**config.mk**
```make
export PLATFORM = sky130hd
export DESIGN_NAME = add_round_key_par
export DESIGN_NICKNAME = d
export VERILOG_FILES = /design/src/rtl/add_round_key_par.sv
export SDC_FILE = /design/constraint.sdc
export NUM_CORES = 1
export LEC_CHECK = 0
export CAP_MARGIN = 20
export CORE_MARGIN = 2
export CORE_UTILIZATION = 37
export CTS_BUF_LIST = sky130_fd_sc_hd__clkbuf_8
export CTS_CLUSTER_SIZE = 8
export DETAILED_ROUTE_END_ITERATION = 16
export PLACE_DENSITY = 0.83
export SKIP_CTS_REPAIR_TIMING = 1
export SYNTH_ARGS = -nofsm -noshare
export SYNTH_HDL_FRONTEND = slang
export SYNTH_SLANG_ARGS = --single-unit
```
**constraint.sdc**
```tcl
create_clock -name ap_clk -period 2 [get_ports ap_clk]
set_input_delay 0.2 -clock ap_clk [delete_from_list [all_inputs] [get_ports ap_clk]]
set_output_delay 0.2 -clock ap_clk [all_outputs]
set_load 0.01 [all_outputs]
```
**src/rtl/add_round_key_par.sv**
```systemverilog
// add_round_key_par: AddRoundKey engine for the AES encrypt datapath.
// Walks the NB state columns held in an external dual-port state RAM and
// XORs in the key bytes for round n from an external 2-port key RAM.
// Each column takes four cycles: CHECK and RD_B read two rows each, and
// WR_A and WR_B write back two rows each. The block uses an
// ap_start/ap_done/ap_idle/ap_ready handshake. Round indices that are out
// of range end the run at once with ap_err and do not touch either RAM.
module add_round_key_par #(
    parameter int NB         = 4,
    parameter int DATA_W     = 32,
    parameter int KEY_W      = 8,
    parameter int KEY_STRIDE = 120,
    parameter int ROUND_W    = 6,
    parameter int SA_W       = 5,
    parameter int KA_W       = 9
) (
    input  logic                ap_clk,
    input  logic                ap_rst,
    input  logic                ap_start,
    output logic                ap_done,
    output logic                ap_idle,
    output logic                ap_ready,
    output logic                ap_err,
    input  logic [ROUND_W-1:0]  n,
    output logic [SA_W-1:0]     statemt_address0,
    output logic                statemt_ce0,
    output logic                statemt_we0,
    output logic [DATA_W-1:0]   statemt_d0,
    input  logic [DATA_W-1:0]   statemt_q0,
    output logic [SA_W-1:0]     statemt_address1,
    output logic                statemt_ce1,
    output logic                statemt_we1,
    output logic [DATA_W-1:0]   statemt_d1,
    input  logic [DATA_W-1:0]   statemt_q1,
    output logic [KA_W-1:0]     key_address0,
    output logic                key_ce0,
    input  logic [KEY_W-1:0]    key_q0,
    output logic [KA_W-1:0]     key_address1,
    output logic                key_ce1,
    input  logic [KEY_W-1:0]    key_q1
);

    localparam int          MAX_ROUND    = KEY_STRIDE / NB - 1;
    localparam int          J_W          = $clog2(NB + 1);
    localparam logic [31:0] MAX_ROUND_U  = 32'(MAX_ROUND);
    localparam logic [31:0] STRIDE_1     = 32'(KEY_STRIDE);
    localparam logic [31:0] STRIDE_2     = 32'(2 * KEY_STRIDE);
    localparam logic [31:0] STRIDE_3     = 32'(3 * KEY_STRIDE);
    localparam logic [31:0] NB_U         = 32'(NB);

    typedef enum logic [4:0] {
        IDLE  = 5'b00001,
        CHECK = 5'b00010,
        RD_B  = 5'b00100,
        WR_A  = 5'b01000,
        WR_B  = 5'b10000
    } state_t;

    state_t             state_q, state_d;
    logic [ROUND_W-1:0] n_q, n_d;
    logic               err_q, err_d;
    logic [J_W-1:0]     j_q, j_d;
    logic [DATA_W-1:0]  xa_q, xa_d;
    logic [DATA_W-1:0]  xb_q, xb_d;

    logic [31:0]        col_base;
    logic [31:0]        key_base;
    logic               done_cond;

    // Base addresses of the current column in the state RAM and key table.
    always_comb begin
        col_base = 32'(j_q) << 2;
        key_base = 32'(n_q) * NB_U + 32'(j_q);
    end

    assign done_cond = err_q || (j_q == J_W'(NB));

    // Next-state logic. xa/xb hold the XOR results for the pair of rows
    // that is about to be written back.
    always_comb begin
        state_d = state_q;
        n_d     = n_q;
        err_d   = err_q;
        j_d     = j_q;
        xa_d    = xa_q;
        xb_d    = xb_q;
        case (state_q)
            IDLE: begin
                if (ap_start) begin
                    n_d     = n;
                    err_d   = (32'(n) > MAX_ROUND_U);
                    j_d     = '0;
                    state_d = CHECK;
                end
            end
            CHECK: begin
                state_d = done_cond ? IDLE : RD_B;
            end
            RD_B: begin
                xa_d    = statemt_q0 ^ DATA_W'(key_q0);
                xb_d    = statemt_q1 ^ DATA_W'(key_q1);
                state_d = WR_A;
            end
            WR_A: begin
                xa_d    = statemt_q0 ^ DATA_W'(key_q0);
                xb_d    = statemt_q1 ^ DATA_W'(key_q1);
                state_d = WR_B;
            end
            WR_B: begin
                j_d     = j_q + J_W'(1);
                state_d = CHECK;
            end
            default: begin
                state_d = IDLE;
            end
        endcase
    end

    // Handshake and RAM port decode. Every enable is low outside its active states.
    always_comb begin
        ap_done          = 1'b0;
        ap_ready         = 1'b0;
        ap_err           = 1'b0;
        ap_idle          = (state_q == IDLE) && !ap_start;
        statemt_address0 = '0;
        statemt_address1 = '0;
        statemt_ce0      = 1'b0;
        statemt_ce1      = 1'b0;
        statemt_we0      = 1'b0;
        statemt_we1      = 1'b0;
        statemt_d0       = '0;
        statemt_d1       = '0;
        key_address0     = '0;
        key_address1     = '0;
        key_ce0          = 1'b0;
        key_ce1          = 1'b0;
        case (state_q)
            CHECK: begin
                if (done_cond) begin
                    ap_done  = 1'b1;
                    ap_ready = 1'b1;
                    ap_err   = err_q;
                end else begin
                    statemt_ce0      = 1'b1;
                    statemt_ce1      = 1'b1;
                    statemt_address0 = SA_W'(col_base);
                    statemt_address1 = SA_W'(col_base + 32'd1);
                    key_ce0          = 1'b1;
                    key_ce1          = 1'b1;
                    key_address0     = KA_W'(key_base);
                    key_address1     = KA_W'(key_base + STRIDE_1);
                end
            end
            RD_B: begin
                statemt_ce0      = 1'b1;
                statemt_ce1      = 1'b1;
                statemt_address0 = SA_W'(col_base + 32'd2);
                statemt_address1 = SA_W'(col_base + 32'd3);
                key_ce0          = 1'b1;
                key_ce1          = 1'b1;
                key_address0     = KA_W'(key_base + STRIDE_2);
                key_address1     = KA_W'(key_base + STRIDE_3);
            end
            WR_A: begin
                statemt_ce0      = 1'b1;
                statemt_ce1      = 1'b1;
                statemt_we0      = 1'b1;
                statemt_we1      = 1'b1;
                statemt_address0 = SA_W'(col_base);
                statemt_address1 = SA_W'(col_base + 32'd1);
                statemt_d0       = xa_q;
                statemt_d1       = xb_q;
            end
            WR_B: begin
                statemt_ce0      = 1'b1;
                statemt_ce1      = 1'b1;
                statemt_we0      = 1'b1;
                statemt_we1      = 1'b1;
                statemt_address0 = SA_W'(col_base + 32'd2);
                statemt_address1 = SA_W'(col_base + 32'd3);
                statemt_d0       = xa_q;
                statemt_d1       = xb_q;
            end
            default: begin
            end
        endcase
    end

    // State register with synchronous reset. A reset mid-run drops straight back to IDLE.
    always_ff @(posedge ap_clk) begin
        if (ap_rst) begin
            state_q <= IDLE;
            n_q     <= '0;
            err_q   <= 1'b0;
            j_q     <= '0;
            xa_q    <= '0;
            xb_q    <= '0;
        end else begin
            state_q <= state_d;
            n_q     <= n_d;
            err_q   <= err_d;
            j_q     <= j_d;
            xa_q    <= xa_d;
            xb_q    <= xb_d;
        end
    end

endmodule

```
==> results.md <==
- Net switching power: 984 uW
- Syn avg cell area: 7.81 um^2
- FMAX: 0.402 GHz
- Kind of critical path: register to output pin
- Critical Path AT: 2.29 ns
- Worst setup SP type: register
- Layout area overhead: 79.5%
- FFs w/ async S/R, synth: 0
- Comb pwr share: 0.218
- Status: complete, but fails checks
- Vias after detailed routing: 4435
- Pwr Density: 510 nW/um^2
- DP HPWL: 8.51 mm
- Layout cells sized above 1: 0.390
- Fin crit share: 1.24
- Sequential fraction of the synthesis area: 0.394
- Fin cells: 897
- Layout Nets: 849
- Vias in the first global route: 4031
- Flop pwr share: 0.449
- Clock period minus worst slack: 2.49 ns
- Worst Hold Class: primary input to register
- Worst EP required: 1.80 ns
- CP Max Fanout: 4
- Die area: 11700 um^2
- Largest net degree at the start of global routing: 47
- Post-route ant nets: 0
- Top cells by area, synth: dfxtp_1 (39%), and2_1 (11%), nand2_1 (10%)
- Cells after DPL: 846
- Post-synth top area share: 0.394
- CTS tree: yes
- Drc violations: 0
- Placed Area: 6340 um^2
- Die W: 108 um
- Clock Path Buffers: 2
- Post-synth EDFFs: 0
- Cell area after synthesis: 4010 um^2
- Setup_tns: -14.66 ns
- Most common cell in the netlist: nand2_1
- Clk pwr share: 0.333
- Maxcap violations: 0
- WL/cell: 15.0 um
- Max Clock Skew: 0.0132 ns
- Port Buf Inserts: 189
- Worst-margin pin slew: 0.547 ns
- Final WS setup: -0.488 ns
- Initial Util: 0.375
- All-Layer GR Usage: 0.190
- Sw Ratio: 0.268
- Synth Register Bits: 79
- Library cells used by synthesis: 40
- Clock sink count: 79
- Core Area: 10700 um^2
- RD Place Congestion: 0.840
- Chip height: 108 um
- Leak pwr: 3.11 nW
- Syn Nets: 611
- First-pass GRT wire length: 18.1 mm
- Area leader, netlist: dfxtp_1
- ANT cells: 0
- Remaining Overflow, GRT: 0
- Worst-path clk slew: 0.08 ns
- P_int: 2.69 mW
- Htree depth: 3
- RSZ-0062 raised after global routing: yes
- Drt initial violations: 267
- Fin. Hold Viols: 0
- Max transition margin: 0.634
- Ports: 191
- Vias per inst: 4.94
- Post-synth top cells: nand2_1 (110), dfxtp_1 (79), and2_1 (71)
- Total Wirelength: 13.5 mm
- Maximum vdd ir drop: 0.440 mV
- Fin. max-slew vios: 0
- Crit end category: output pin
- Synth Flop Type: dfxtp_1
- Synth Instances: 514
- Final setup fails: 82
- Violated checks: setup timing
- Final Instance Area: 7200 um^2
- Initial antenna violation count: 0
- Clk Latency, worst-skew pair: 0.34 ns
- Root Buffer: clkbuf_8
- Row count: 38
- Router iterations before antenna repair: 5
- Synthesis Warnings: 0
- CTS buffer count: 9
[cell type report]
cell class / instances / area (um^2)
Clock inverter: 6 / 67.6
Timing Repair Buffer: 275 / 2650
Multi-Input combinational cell: 381 / 2550
Inverter: 6 / 25.0
Fill cell: 812 / 3500
Sequential cell: 79 / 1600
Tap cell: 140 / 175
Clock buffer: 10 / 138
[critical path: stages, from the launching register on]
cell     delay (ns)
dfxtp_2        0.36
ha_4           0.17
ha_4           0.17
buf_6          0.11
nand3_2        0.10
xor2_2         0.22
buf_4          0.15
a211o_1        0.30
a32o_2         0.26
buf_6          0.12
[final timing paths]
path,startpoint,to,slack (ns),depth (start not counted)
setup / recovery,n_q[0],key_address1[8],-0.49,9
hold / removal,ap_rst,err_q,0.32,2
setup reg to reg,state_q[3],state_q[0],0.02,10
hold reg to reg,xb_q[17],xb_q[17],0.45,2
[power groups by stage]
stage / clock network [mW] / registers [mW] / logic, mW
3_5_place_dp: 0 / 1.68 / 0.698
5_1_grt: 1.33 / 1.65 / 0.855
3_3_place_gp: 0 / 1.67 / 0.676
6_report: 1.22 / 1.65 / 0.802
2_1_floorplan: 0 / 1.68 / 0.310
4_1_cts: 1.26 / 1.64 / 0.702
[flip-flops by register name (all words and copies together), names as in the netlist]
signal and count:
xa_q 32, xb_q 32, state_q 5, n_q 6
j_q 3, err_q 1
[routing by layer]
metal	track usage	vias up	wire [um]
met4	0.0504	0	136
met1	0.217	2107	5540
met5	0	-	0
li1	-	2148	-
met2	0.343	165	6860
met3	0.0567	15	942
[cell families (layout without fill, tap and decap cells)]
family	count (synthesis)	in the layout	synth area share
compound gates	95	95	0.138
xor+xnor	25	25	0.0583
fa+ha+maj	8	8	0.0249
buf+inv	54	297	0.0692
flops	79	79	0.394
mux	8	8	0.0203
other cells	1	1	0.000935
simple gates	244	244	0.295
[through the flow]
step / util / power [mW] / hold slack, ns / setup WS [ns]
global placement: 0.593 / 2.35 / 0.437 / -0.446
CTS: 0.612 / 3.60 / 0.293 / -0.888
detailed placement: 0.593 / 2.37 / 0.443 / -0.500
floorplan: - / 1.99 / 0.336 / -0.0261
global route: 0.673 / 3.84 / 0.325 / -0.558
finish: 0.673 / 3.67 / 0.318 / -0.488
[layout by cell type (no fill, tap or decap), types with 2 or more instances in the layout]
master and count:
nor2b_2 3, buf_4 56, and2_4 46, inv_6 3
o21ai_1 2, a21oi_1 55, nand2_2 5, xor2_2 2
ha_4 7, buf_6 70, xnor2_4 2, clkbuf_8 10
a31oi_1 3, o22ai_1 3, and3_1 5, buf_12 5
dfxtp_1 72, nand3_1 7, nor2_1 32, dlymetal6s2s_1 8
dfxtp_4 2, clkdlybuf4s50_1 87, mux2i_1 7, nand2_1 105
or3_4 2, buf_8 2, a21oi_2 4, buf_2 33
inv_1 3, a211oi_1 16, nor3_4 2, clkbuf_16 5
nand3_2 3, and2_1 24, clkbuf_2 9, inv_2 3
dfxtp_2 5, xnor2_1 19
No activity file was read; power rests on OpenSTA's default activity.
